$ cat config.mk
export PLATFORM = sky130hd
export DESIGN_NAME = doppler_point_generator_flat
export DESIGN_NICKNAME = d
export VERILOG_FILES = /design/src/rtl/doppler_point_generator_if.sv /design/src/rtl/doppler_point_generator.sv /design/src/flat_wrapper.sv
export SDC_FILE = /design/constraint.sdc
export NUM_CORES = 1
export LEC_CHECK = 0
export ABC_CLOCK_PERIOD_IN_PS = 4100
export BUFFER_PORTS_ARGS = -buffer_cell sky130_fd_sc_hd__buf_2
export CORE_MARGIN = 2
export CORE_UTILIZATION = 50
export DETAILED_ROUTE_END_ITERATION = 8
export GPL_ROUTABILITY_DRIVEN = 0
export GPL_TIMING_DRIVEN = 0
export HOLD_SLACK_MARGIN = 0.12
export MAX_ROUTING_LAYER = met4
export PLACE_DENSITY = 0.74
export SLEW_MARGIN = 25
export SYNTH_ARGS = -nofsm -noshare
export SYNTH_HDL_FRONTEND = slang
export SYNTH_SLANG_ARGS = --single-unit
$ cat constraint.sdc
create_clock -name clk -period 4.1 [get_ports clk]
set_input_delay 0.82 -clock clk [delete_from_list [all_inputs] [get_ports clk]]
set_output_delay 0.82 -clock clk [all_outputs]
set_load 0.1 [all_outputs]
$ cat src/rtl/doppler_point_generator_if.sv
// Burst request and point output bundle for doppler_point_generator.
// Handshake: a request transfers on a rising clk edge where cfg_valid and cfg_ready are both high;
// cfg_* must be stable while cfg_valid is high. data_valid is a one-cycle strobe with no back-pressure.
interface doppler_point_generator_if #(
    parameter int GAP_W = 8,
    parameter int CNT_W = 8
);
    logic             cfg_valid;
    logic             cfg_ready;
    logic [15:0]      cfg_step;
    logic [CNT_W-1:0] cfg_num_points;
    logic [GAP_W-1:0] cfg_gap;
    logic [111:0]     cfg_payload;
    logic             abort;
    logic             data_valid;
    logic [127:0]     clean_point;
    logic             busy;
    logic             done;

    modport master (
        output cfg_valid, cfg_step, cfg_num_points, cfg_gap, cfg_payload, abort,
        input  cfg_ready, data_valid, clean_point, busy, done
    );

    modport slave (
        input  cfg_valid, cfg_step, cfg_num_points, cfg_gap, cfg_payload, abort,
        output cfg_ready, data_valid, clean_point, busy, done
    );
endinterface

$ cat src/rtl/doppler_point_generator.sv
// Emits a burst of 128-bit points whose 16-bit phase field advances by a signed step per point,
// with a programmable idle gap between points; stimulus/loopback source for the Doppler chain.
module doppler_point_generator #(
    parameter int PHASE_OFFSET = 0,
    parameter int GAP_W        = 8,
    parameter int CNT_W        = 8
) (
    input  logic                      clk,
    input  logic                      reset,
    doppler_point_generator_if.slave  bus,
    output logic [1:0]                o_dbg_state
);
    localparam logic [1:0] S_IDLE = 2'd0;
    localparam logic [1:0] S_EMIT = 2'd1;
    localparam logic [1:0] S_GAP  = 2'd2;
    localparam logic [1:0] S_DONE = 2'd3;

    logic [1:0]       r_state;
    logic [1:0]       w_next;
    logic             r_idle;
    logic [15:0]      r_step;
    logic [15:0]      r_phase_acc;
    logic [CNT_W-1:0] r_num;
    logic [CNT_W-1:0] r_count;
    logic [GAP_W-1:0] r_gap;
    logic [GAP_W-1:0] r_gap_cnt;
    logic [111:0]     r_payload;
    logic [127:0]     r_clean_point;

    logic             w_accept;
    logic [15:0]      w_step_sel;
    logic [15:0]      w_phase_sel;
    logic [CNT_W-1:0] w_count_sel;
    logic [111:0]     w_payload_sel;

    // Payload bits below PHASE_OFFSET stay in place, the rest move up past the 16-bit phase field.
    function automatic logic [127:0] build_point(input logic [111:0] payload, input logic [15:0] phase);
        logic [127:0] ext;
        logic [127:0] low_mask;
        ext      = {16'b0, payload};
        low_mask = (128'(1) << PHASE_OFFSET) - 128'(1);
        return (ext & low_mask) | ((ext & ~low_mask) << 16) | (128'(phase) << PHASE_OFFSET);
    endfunction

    // r_idle is cleared by reset so cfg_ready only rises one cycle after reset release.
    assign bus.cfg_ready   = r_idle & ~bus.abort;
    assign w_accept        = bus.cfg_valid & bus.cfg_ready;
    assign w_step_sel      = w_accept ? bus.cfg_step    : r_step;
    assign w_phase_sel     = w_accept ? 16'd0           : r_phase_acc;
    assign w_count_sel     = w_accept ? '0              : r_count;
    assign w_payload_sel   = w_accept ? bus.cfg_payload : r_payload;

    assign bus.data_valid  = (r_state == S_EMIT);
    assign bus.busy        = (r_state == S_EMIT) || (r_state == S_GAP);
    assign bus.done        = (r_state == S_DONE);
    assign bus.clean_point = r_clean_point;
    assign o_dbg_state     = r_state;

    always_comb begin
        w_next = r_state;
        case (r_state)
            S_IDLE: if (w_accept) w_next = (bus.cfg_num_points == '0) ? S_DONE : S_EMIT;
            S_EMIT: begin
                if (bus.abort)             w_next = S_IDLE;
                else if (r_count == r_num) w_next = S_DONE;
                else if (r_gap == '0)      w_next = S_EMIT;
                else                       w_next = S_GAP;
            end
            S_GAP: begin
                if (bus.abort)                      w_next = S_IDLE;
                else if (r_gap_cnt <= GAP_W'(1))    w_next = S_EMIT;
            end
            S_DONE:  w_next = S_IDLE;
            default: w_next = S_IDLE;
        endcase
    end

    always_ff @(posedge clk or negedge reset) begin
        if (!reset) begin
            r_state       <= S_IDLE;
            r_idle        <= 1'b0;
            r_step        <= '0;
            r_phase_acc   <= '0;
            r_num         <= '0;
            r_count       <= '0;
            r_gap         <= '0;
            r_gap_cnt     <= '0;
            r_payload     <= '0;
            r_clean_point <= '0;
        end else begin
            r_state <= w_next;
            r_idle  <= (w_next == S_IDLE);
            if (w_accept) begin
                r_step      <= bus.cfg_step;
                r_num       <= bus.cfg_num_points;
                r_gap       <= bus.cfg_gap;
                r_payload   <= bus.cfg_payload;
                r_phase_acc <= '0;
                r_count     <= '0;
            end
            // The point word is registered on the edge that enters EMIT, so it appears with data_valid.
            if (w_next == S_EMIT) begin
                r_clean_point <= build_point(w_payload_sel, w_phase_sel);
                r_phase_acc   <= w_phase_sel + w_step_sel;
                r_count       <= w_count_sel + CNT_W'(1);
            end
            if (r_state == S_EMIT && w_next == S_GAP)
                r_gap_cnt <= r_gap;
            else if (r_state == S_GAP)
                r_gap_cnt <= r_gap_cnt - GAP_W'(1);
        end
    end
endmodule

$ cat src/flat_wrapper.sv
// flat-port wrapper written by rule: the top's interface ports become plain ports
module doppler_point_generator_flat 
#(
    parameter int PHASE_OFFSET = 0,
    parameter int GAP_W        = 8,
    parameter int CNT_W        = 8
)
  (clk, reset, o_dbg_state, bus_cfg_valid, bus_cfg_step, bus_cfg_num_points, bus_cfg_gap, bus_cfg_payload, bus_abort, bus_cfg_ready, bus_data_valid, bus_clean_point, bus_busy, bus_done);
  doppler_point_generator_if #(.GAP_W(GAP_W), .CNT_W(CNT_W)) bus_i ();
  input  logic clk;
  input  logic reset;
  output logic [1:0] o_dbg_state;
  input wire logic [$bits(bus_i.cfg_valid)-1:0] bus_cfg_valid;
  input wire logic [$bits(bus_i.cfg_step)-1:0] bus_cfg_step;
  input wire logic [$bits(bus_i.cfg_num_points)-1:0] bus_cfg_num_points;
  input wire logic [$bits(bus_i.cfg_gap)-1:0] bus_cfg_gap;
  input wire logic [$bits(bus_i.cfg_payload)-1:0] bus_cfg_payload;
  input wire logic [$bits(bus_i.abort)-1:0] bus_abort;
  output wire logic [$bits(bus_i.cfg_ready)-1:0] bus_cfg_ready;
  output wire logic [$bits(bus_i.data_valid)-1:0] bus_data_valid;
  output wire logic [$bits(bus_i.clean_point)-1:0] bus_clean_point;
  output wire logic [$bits(bus_i.busy)-1:0] bus_busy;
  output wire logic [$bits(bus_i.done)-1:0] bus_done;
  assign bus_i.cfg_valid = bus_cfg_valid;
  assign bus_i.cfg_step = bus_cfg_step;
  assign bus_i.cfg_num_points = bus_cfg_num_points;
  assign bus_i.cfg_gap = bus_cfg_gap;
  assign bus_i.cfg_payload = bus_cfg_payload;
  assign bus_i.abort = bus_abort;
  assign bus_cfg_ready = bus_i.cfg_ready;
  assign bus_data_valid = bus_i.data_valid;
  assign bus_clean_point = bus_i.clean_point;
  assign bus_busy = bus_i.busy;
  assign bus_done = bus_i.done;
  doppler_point_generator #(.PHASE_OFFSET(PHASE_OFFSET), .GAP_W(GAP_W), .CNT_W(CNT_W)) u_core (.clk(clk), .reset(reset), .bus(bus_i), .o_dbg_state(o_dbg_state));
endmodule
==> results of run 1 <==
## flip-flops by register name (all words and copies together), names as in the netlist
name                    flops
u_core.r_payload          112
u_core.r_gap                8
u_core.r_gap_cnt            8
u_core.bus.clean_point    128
u_core.o_dbg_state          2
u_core.r_num                8
u_core.r_idle               1
u_core.r_step              16
u_core.r_count              8
u_core.r_phase_acc         16
## worst max path at each step
| stage | to | depth (start not counted) |
|---|---|---|
| after floorplan | u_core.r_phase_acc[10] | 15 |
| after global placement | u_core.bus.clean_point[74] | 1 |
| after detailed placement | u_core.r_phase_acc[13] | 16 |
| after CTS | u_core.r_phase_acc[13] | 15 |
| after global routing | u_core.r_phase_acc[13] | 16 |
| final | u_core.r_phase_acc[13] | 16 |
## layout make-up
class / instances / area (sq um)
Fill cell: 2097 / 9804
Sequential cell: 307 / 7682
Multi-Input combinational cell: 792 / 5127
Timing Repair Buffer: 284 / 1499
Clock buffer: 47 / 945.9
Buffer: 55 / 421.7
Tap cell: 335 / 419.2
Clock inverter: 8 / 95.09
Inverter: 15 / 56.30
Antenna cell: 3 / 7.507
## critical path: stages
cell and delay, ps:
buf_2 130, and3b_1 200, buf_2 240, clkbuf_2 300
clkbuf_2 300, nand2_1 90, nand2_1 130, ha_1 270
a211oi_2 260, o21ai_1 160, a2111oi_2 320, nor3_1 180
a211o_1 290, a21oi_1 210, xnor2_1 100, mux2_2 260
## layer usage
metal | share of wire | global-route usage | up-vias
met5 | 0 | - | -
met4 | 0.032 | 0.07046 | 0
met3 | 0.051 | 0.03303 | 57
met2 | 0.48 | 0.3741 | 282
met1 | 0.43 | 0.3011 | 4560
li1 | - | - | 4449
## through the flow
stage	worst slack, ps	setup TNS, ps
6_report	258.0	0
5_1_grt	10.57	0
4_1_cts	2.782	0
3_5_place_dp	-635.2	-3027
3_3_place_gp	-3453	-1050940
2_1_floorplan	31.94	0
## cell usage in the layout (no fill, tap or decap), types with 3 or more instances in the layout
| cell | netlist | layout |
|---|---|---|
| buf_1 | 4 | 3 |
| mux2_4 | 110 | 110 |
| xnor2_1 | 14 | 14 |
| clkbuf_8 | 0 | 11 |
| clkbuf_2 | 0 | 5 |
| a21oi_1 | 20 | 20 |
| dfrtp_1 | 307 | 307 |
| diode_2 | 0 | 3 |
| inv_1 | 15 | 15 |
| clkbuf_1 | 29 | 28 |
| mux2_2 | 28 | 28 |
| buf_6 | 3 | 3 |
| nor4_1 | 4 | 4 |
| buf_16 | 0 | 3 |
| ha_1 | 22 | 22 |
| clkinv_2 | 0 | 4 |
| buf_2 | 9 | 290 |
| nor2_1 | 28 | 28 |
| xor2_1 | 20 | 20 |
| clkbuf_16 | 0 | 31 |
| and3_1 | 6 | 6 |
| nand2_1 | 451 | 450 |
| nand4_1 | 6 | 6 |
| nor3_1 | 12 | 12 |
| buf_12 | 10 | 10 |
| o21ai_0 | 11 | 10 |
| nor2b_1 | 14 | 13 |
| mux2i_1 | 4 | 4 |
| nand3_1 | 7 | 7 |
## kinds of logic after synthesis
family | after synthesis | synth area share
adder cells (fa/ha/maj) | 23 | 0.02225
buffers and inverters | 71 | 0.03572
AND/OR/NAND/NOR | 539 | 0.1635
flip-flops | 307 | 0.5788
multiplexers | 142 | 0.1512
AO/OA/AOI/OAI | 54 | 0.02611
XOR/XNOR | 34 | 0.02243
## repair_timing
item | 4_1_cts | 5_1_grt
setup endpoints to repair | 2 | 6
pin swaps | 0 | 0
endpoints found under the hold margin | 0 | 0
resized for setup | 3 | 7
==> impl_metrics.json, run 1 <==
{
  "status": "finished clean",
  "die_area_sq_um": 27870,
  "drive_gt1_frac": 0.3389,
  "clockBufferDepth": 3,
  "place_area_sq_um": 15200,
  "synth_top_area_frac": 0.5788,
  "worstSetupPathType": "in2reg",
  "r2r-start": "u_core.r_idle",
  "holdBufCountCts": 0,
  "cts_root_buf": "clkbuf_16",
  "vias": 9348,
  "ys_async_sr_fraction": 1.000,
  "cp_data_required_time_ps": 4530,
  "synth-edff-count": 0,
  "io-pin-count": 282,
  "grt_max_degree": 97,
  "cts.clk_slew.worst_paths_ps": 60,
  "port-buffer-count": 281,
  "cts_sinks": 307,
  "area_delta_synth_final_pct": 22.45,
  "synth.avg_cell_area_sq_um": 11.35,
  "grt_use_total": 0.2299,
  "r2r_slack_ps": 360,
  "post_drt_via_cell_ratio": 5.064,
  "wirelength_mm": 30.79,
  "core-area_sq_um": 26060,
  "num_rows": 59,
  "placed_cells": 1789,
  "layout.nets": 1657,
  "syn_inst": 1170,
  "clk_latency_ps": 540,
  "synth_area_sq_um": 13270,
  "ant_nets": 0,
  "hold_class": "in2async",
  "die_h_um": 166.9,
  "path_max_fanout": 10,
  "remaining_drc_errors": 0,
  "cp-end-kind": "register",
  "synth_area_leaders": "dfrtp_1 (58%), nand2_1 (13%), mux2_4 (12%)",
  "synthTopCellsByCount": "nand2_1 (451), dfrtp_1 (307), mux2_4 (110)",
  "tightest_slew_ps": 648.1,
  "drt_iter0_drc": 536,
  "hold_ws_ps": 145.9,
  "max_freq_mhz": 260.3,
  "grt_pass1_wl_mm": 50.93,
  "finalWorstPathRequiredPeriod_ps": 3842,
  "first_global_vias": 9895,
  "ys_ff_latch": 307,
  "ys_types": 51,
  "crit_start": "bus_abort",
  "worstPathArrival_ps": 4270,
  "grt_overflow_total": 0,
  "reg2reg_depth": 15,
  "utilization": 0.6238,
  "post-route-period-util": 0.9371,
  "slew_violations": 0,
  "antenna_found_initial": 3,
  "h-tree-depth": 1,
  "r2r-end": "u_core.r_phase_acc[13]",
  "start_util": 0.5094,
  "wire_per_inst_um": 16.68,
  "dr.pass1.iters": 5,
  "fin_skew_ps": 11.13,
  "netlist.top_cell.by_area": "dfrtp_1",
  "rsz0062_at_grt": "false",
  "hold_violations": 0,
  "synth.most_common_cell": "nand2_1",
  "start_kind": "input pin",
  "cts_buffers": 31,
  "synth_seq_area_share": 0.5788,
  "max-slew-margin-rel": 0.5640,
  "yosysWarnings": 0,
  "instances_no_fill": 1846,
  "die_w_um": 166.9,
  "setup_violations": 0,
  "drv_cap": 0,
  "finalInstanceArea_sq_um": 16250,
  "post_cts_buffers": 0,
  "synth_nets": 1341,
  "place_hpwl_mm": 21.54,
  "cts_tree": "built",
  "ys.flop_type": "dfrtp_1"
}
Power of run 1 is left out: the tool's default activity adds up to more than one toggle a clock period on the data nets, which glitch-free logic cannot reach.
==> run 2: changes to the inputs <==
--- a/config.mk
+++ b/config.mk
@@ -5,6 +5,7 @@
 export SDC_FILE = /design/constraint.sdc
 export NUM_CORES = 1
 export LEC_CHECK = 0
+export ABC_AREA = 1
 export ABC_CLOCK_PERIOD_IN_PS = 4100
 export BUFFER_PORTS_ARGS = -buffer_cell sky130_fd_sc_hd__buf_2
 export CORE_MARGIN = 2
@@ -13,7 +14,6 @@
 export GPL_ROUTABILITY_DRIVEN = 0
 export GPL_TIMING_DRIVEN = 0
 export HOLD_SLACK_MARGIN = 0.12
-export MAX_ROUTING_LAYER = met4
 export PLACE_DENSITY = 0.74
 export SLEW_MARGIN = 25
 export SYNTH_ARGS = -nofsm -noshare
==> impl_metrics.json, run 2 <==
{
  "status": "finished clean",
  "die_w_um": 164.9,
  "synth_nets": 1694,
  "hold_class": "in2async",
  "utilization": 0.6325,
  "synth-edff-count": 0,
  "max-slew-margin-rel": 0.6092,
  "synth_seq_area_share": 0.5932,
  "clk_latency_ps": 500,
  "ys_types": 34,
  "hold_ws_ps": 264.8,
  "area_delta_synth_final_pct": 23.71,
  "h-tree-depth": 2,
  "hold_violations": 0,
  "cts_buffers": 34,
  "die_h_um": 164.9,
  "ys_async_sr_fraction": 1.000,
  "num_rows": 58,
  "slew_violations": 0,
  "cts.clk_slew.worst_paths_ps": 60,
  "synthTopCellsByCount": "nand2_1 (872), dfrtp_1 (307), inv_1 (57)",
  "rsz0062_at_grt": "false",
  "tightest_slew_ps": 586.1,
  "dr.pass1.iters": 5,
  "finalWorstPathRequiredPeriod_ps": 3719,
  "synth_top_area_frac": 0.5932,
  "grt_overflow_total": 0,
  "start_kind": "input pin",
  "port-buffer-count": 281,
  "holdBufCountCts": 0,
  "remaining_drc_errors": 0,
  "cp-end-kind": "register",
  "die_area_sq_um": 27200,
  "syn_inst": 1523,
  "post_drt_via_cell_ratio": 4.967,
  "cts_tree": "built",
  "antenna_found_initial": 1,
  "max_freq_mhz": 268.9,
  "worstSetupPathType": "in2reg",
  "drive_gt1_frac": 0.2121,
  "synth.most_common_cell": "nand2_1",
  "yosysWarnings": 0,
  "ys.flop_type": "dfrtp_1",
  "start_util": 0.5113,
  "largest_reg_flops": 128,
  "synth_area_leaders": "dfrtp_1 (59%), nand2_1 (25%), ha_1 (2.1%)",
  "fin_skew_ps": 15.39,
  "ys_ff_latch": 307,
  "post-route-period-util": 0.9070,
  "first_global_vias": 10720,
  "grt_max_degree": 89,
  "path_max_fanout": 10,
  "core-area_sq_um": 25330,
  "clockBufferDepth": 3,
  "ant_nets": 0,
  "drv_cap": 0,
  "cts_root_buf": "clkbuf_16",
  "synth_area_sq_um": 12950,
  "worstPathArrival_ps": 4070,
  "netlist.top_cell.by_area": "dfrtp_1",
  "final_cell_mix": "nand2_1 (872), buf_2 (309), dfrtp_1 (307), inv_1 (57), o21ai_0 (55)",
  "grt_use_total": 0.2405,
  "synth.avg_cell_area_sq_um": 8.503,
  "final_common_cell": "nand2_1",
  "cts_sinks": 307,
  "layout.nets": 2013,
  "drt_iter0_drc": 862,
  "wire_per_inst_um": 15.01,
  "grt_pass1_wl_mm": 52.21,
  "place_hpwl_mm": 23.57,
  "setup_violations": 0,
  "cp_data_required_time_ps": 4450,
  "vias": 10920,
  "wirelength_mm": 32.99,
  "io-pin-count": 282
}
-- run 2: timing repair --
| item | 4_1_cts | 5_1_grt |
|---|---|---|
| setup endpoints to repair | 2 | 3 |
| pin swaps | 0 | 0 |
| gates resized for setup | 0 | 7 |
| endpoints found under the hold margin | 0 | 0 |
| gates cloned | 0 | 0 |
| setup buffers | 0 | 0 |
-- run 2: cell families after synthesis --
kind of cell,Yosys count,synth area share
simple gates,940,0.2792
flops,307,0.5932
buf+inv,129,0.04618
compound gates,97,0.04029
fa+ha+maj,23,0.02280
xor+xnor,27,0.01826
-- run 2: path summary, 6_finish.rpt --
check / from / end / slack, ps / depth (start not counted)
worst max-delay path: bus_abort / u_core.r_phase_acc[11] / 380 / 17
worst max register to register: u_core.r_idle / u_core.r_phase_acc[11] / 390 / 17
worst min-delay path: reset / u_core.bus.clean_point[113] / 260 / 1
worst min register to register: u_core.bus.clean_point[29] / u_core.bus.clean_point[29] / 460 / 2
min in group clk: u_core.bus.clean_point[29] / u_core.bus.clean_point[29] / 460 / 2
max in group asynchronous: reset / u_core.bus.clean_point[29] / 2640 / 3
-- run 2: layout make-up --
type,count,area (sq um)
antenna,1,2.502
buffer,66,364.1
clock buffer,49,1031
clock inverter,12,118.9
fill,2151,9306
inverter,62,235.2
multi-input combinational,1087,4674
sequential,307,7682
tap,330,412.9
timing repair buffer,284,1499
-- run 2: critical path: stages --
cell,delay (ps)
buf_2,120
nor2_4,110
nand2_2,170
buf_2,280
clkbuf_2,260
clkbuf_2,270
nand2_1,100
nand2_1,80
ha_1,350
nand3_1,100
nand3_1,140
a21oi_1,150
o21ai_0,440
a21oi_1,170
or2_2,310
nand3_1,90
o21ai_0,80
-- run 2: per-stage QoR --
stage | setup slack [ps] | TNS (ps) | instances | area (sq um)
6_report | 381.3 | 0 | 2198 | 16020
5_1_grt | 133.8 | 0 | 2197 | 16020
4_1_cts | 34.20 | 0 | 2197 | 16010
3_5_place_dp | -571.6 | -3207 | 2137 | 14870
3_3_place_gp | -3431 | -1048110 | 2134 | 14770
2_1_floorplan | 255.8 | 0 | 1523 | 12950
-- run 2: per-layer routing --
layer  up-vias  routed length (um)  track usage
li1       5319                   -            -
met1      5186               14450       0.3196
met2       345               15460       0.4026
met3        67                2168      0.04495
met4         0                 906      0.07470
met5         -                   0            0
Power of run 2 is left out for the same reason.
==> run 3: changes to the inputs <==
--- a/config.mk
+++ b/config.mk
@@ -5,16 +5,17 @@
 export SDC_FILE = /design/constraint.sdc
 export NUM_CORES = 1
 export LEC_CHECK = 0
-export ABC_AREA = 1
 export ABC_CLOCK_PERIOD_IN_PS = 4100
 export BUFFER_PORTS_ARGS = -buffer_cell sky130_fd_sc_hd__buf_2
+export CELL_PAD_IN_SITES_DETAIL_PLACEMENT = 1
+export CELL_PAD_IN_SITES_GLOBAL_PLACEMENT = 2
 export CORE_MARGIN = 2
-export CORE_UTILIZATION = 50
+export CORE_UTILIZATION = 35
 export DETAILED_ROUTE_END_ITERATION = 8
 export GPL_ROUTABILITY_DRIVEN = 0
 export GPL_TIMING_DRIVEN = 0
 export HOLD_SLACK_MARGIN = 0.12
-export PLACE_DENSITY = 0.74
+export PLACE_DENSITY = 0.86
 export SLEW_MARGIN = 25
 export SYNTH_ARGS = -nofsm -noshare
 export SYNTH_HDL_FRONTEND = slang
==> impl_metrics.json, run 3 (synthesis gave the netlist of run 1 again) <==
{
  "status": "finished clean",
  "hold_class": "in2async",
  "cts_sinks": 307,
  "reg2reg_depth": 14,
  "max_freq_mhz": 260.7,
  "cts_root_buf": "clkbuf_16",
  "area_delta_synth_final_pct": 25.78,
  "cts_buffers": 37,
  "tightest_slew_ps": 696.8,
  "worstPathArrival_ps": 4250,
  "cp_data_required_time_ps": 4510,
  "utilization": 0.4454,
  "crit_buf_inv": 4,
  "post_cts_buffers": 0,
  "worstSetupPathType": "in2reg",
  "r2r-end": "u_core.r_phase_acc[13]",
  "setup_violations": 0,
  "die_area_sq_um": 39500,
  "io-pin-count": 282,
  "first_global_vias": 10410,
  "die_h_um": 198.7,
  "dr.pass1.iters": 4,
  "antenna_found_initial": 2,
  "post-route-period-util": 0.9355,
  "grt_pass1_wl_mm": 57.13,
  "finalWorstPathRequiredPeriod_ps": 3835,
  "wirelength_mm": 36.34,
  "remaining_drc_errors": 0,
  "clk_latency_ps": 540,
  "r2r-start": "u_core.r_idle",
  "clockBufferDepth": 3,
  "rsz0062_at_grt": "false",
  "wire_per_inst_um": 17.89,
  "fin_skew_ps": 12.58,
  "r2r_slack_ps": 380,
  "max-slew-margin-rel": 0.5312,
  "start_util": 0.3541,
  "place_hpwl_mm": 25.55,
  "drv_cap": 0,
  "critPathMostFrequentCell": "buf_2",
  "critPathMaxStageDelay_ps": 340,
  "cp_slowest_cell": "a2111oi_2",
  "core-area_sq_um": 37490,
  "die_w_um": 198.7,
  "h-tree-depth": 2,
  "worstPathCellList": "buf_2 -> and3b_1 -> buf_2 -> clkbuf_4 -> buf_2 -> nand2_1 -> nand2_1 -> ha_1 -> o21ai_1 -> o21ai_1 -> a2111oi_2 -> nor3_1 -> a211o_1 -> a21oi_1 -> xnor2_1 -> mux2_2",
  "path_max_fanout": 10,
  "largest_reg_flops": 128,
  "num_rows": 71,
  "cts_tree": "built",
  "layout.nets": 1663,
  "drive_gt1_frac": 0.3426,
  "cts.clk_slew.worst_paths_ps": 50,
  "start_kind": "input pin",
  "crit_start": "bus_abort",
  "grt_max_degree": 95,
  "grt_use_total": 0.1860,
  "vias": 9414,
  "post_drt_via_cell_ratio": 4.635,
  "grt_overflow_total": 0,
  "port-buffer-count": 281,
  "slew_violations": 0,
  "final_common_cell": "nand2_1",
  "final_cell_mix": "nand2_1 (450), dfrtp_1 (307), buf_2 (290), mux2_4 (110), clkbuf_16 (39)",
  "cp-end-kind": "register",
  "ant_nets": 0,
  "path_delay_family": "compound AO/OA/AOI/OAI gates",
  "hold_violations": 0,
  "drt_iter0_drc": 288
}
## run 3: changes by cell type in the layout (fill, tap and decap cells not counted), moves of 6 or more
cell / before / now
inv_1: 57 / 15
buf_12: 0 / 10
nor2b_1: 0 / 13
nor3_1: 4 / 12
o21ai_1: 11 / 2
mux2_2: 0 / 28
and3_1: 0 / 6
buf_2: 309 / 290
nand2_1: 872 / 450
o21ai_0: 55 / 10
nand3_1: 24 / 7
buf_6: 9 / 3
clkbuf_8: 6 / 12
mux2_4: 0 / 110
## run 3: per-stage QoR
stage / std cells / instance area (sq um) / setup TNS, ps / setup WS, ps / hold slack (ps)
after floorplan: 1170 / 13280 / 0 / 31.94 / 435.8
after global placement: 1962 / 15330 / -1133500 / -3717 / 449.1
after detailed placement: 1965 / 15420 / -5094 / -873.7 / 454.1
after CTS: 2029 / 16680 / 0 / 87.88 / 156.8
after global routing: 2030 / 16690 / 0 / 19.44 / 166.7
final: 2031 / 16700 / 0 / 264.6 / 173.5
## run 3: metal layers
layer | vias up | share of wire | global-route usage
li1 | 4470 | - | -
met1 | 4681 | 0.43 | 0.2297
met2 | 194 | 0.50 | 0.3218
met3 | 67 | 0.040 | 0.03374
met4 | 2 | 0.031 | 0.07463
met5 | - | 0.00039 | 0
## run 3: worst max path at each step
stage                                      end  slack (ps)  cells past startpoint
floorplan               u_core.r_phase_acc[10]          30                     15
global placement    u_core.bus.clean_point[75]       -3720                      1
detailed placement      u_core.r_phase_acc[13]        -870                     16
CTS                     u_core.r_phase_acc[15]          90                     14
global route            u_core.r_phase_acc[13]          20                     16
finish                  u_core.r_phase_acc[13]         260                     16
## run 3: layout make-up
type | instances | area, sq um
clock buffers | 58 | 1167
multi-input cells | 792 | 5127
diodes | 2 | 5.005
fillers | 4187 | 20790
flip-flops and latches | 307 | 7682
well taps | 511 | 639.4
plain buffers | 55 | 427.9
inverters | 15 | 56.30
repair buffers | 284 | 1499
clock inverters | 7 | 91.34
## run 3: timing repair
action	CTS	global route
endpoints found under the hold margin	0	0
cloned	0	0
hold buffers	0	0
resized for setup	6	7
endpoints found under the setup margin	6	2
Power of run 3 is left out for the same reason.
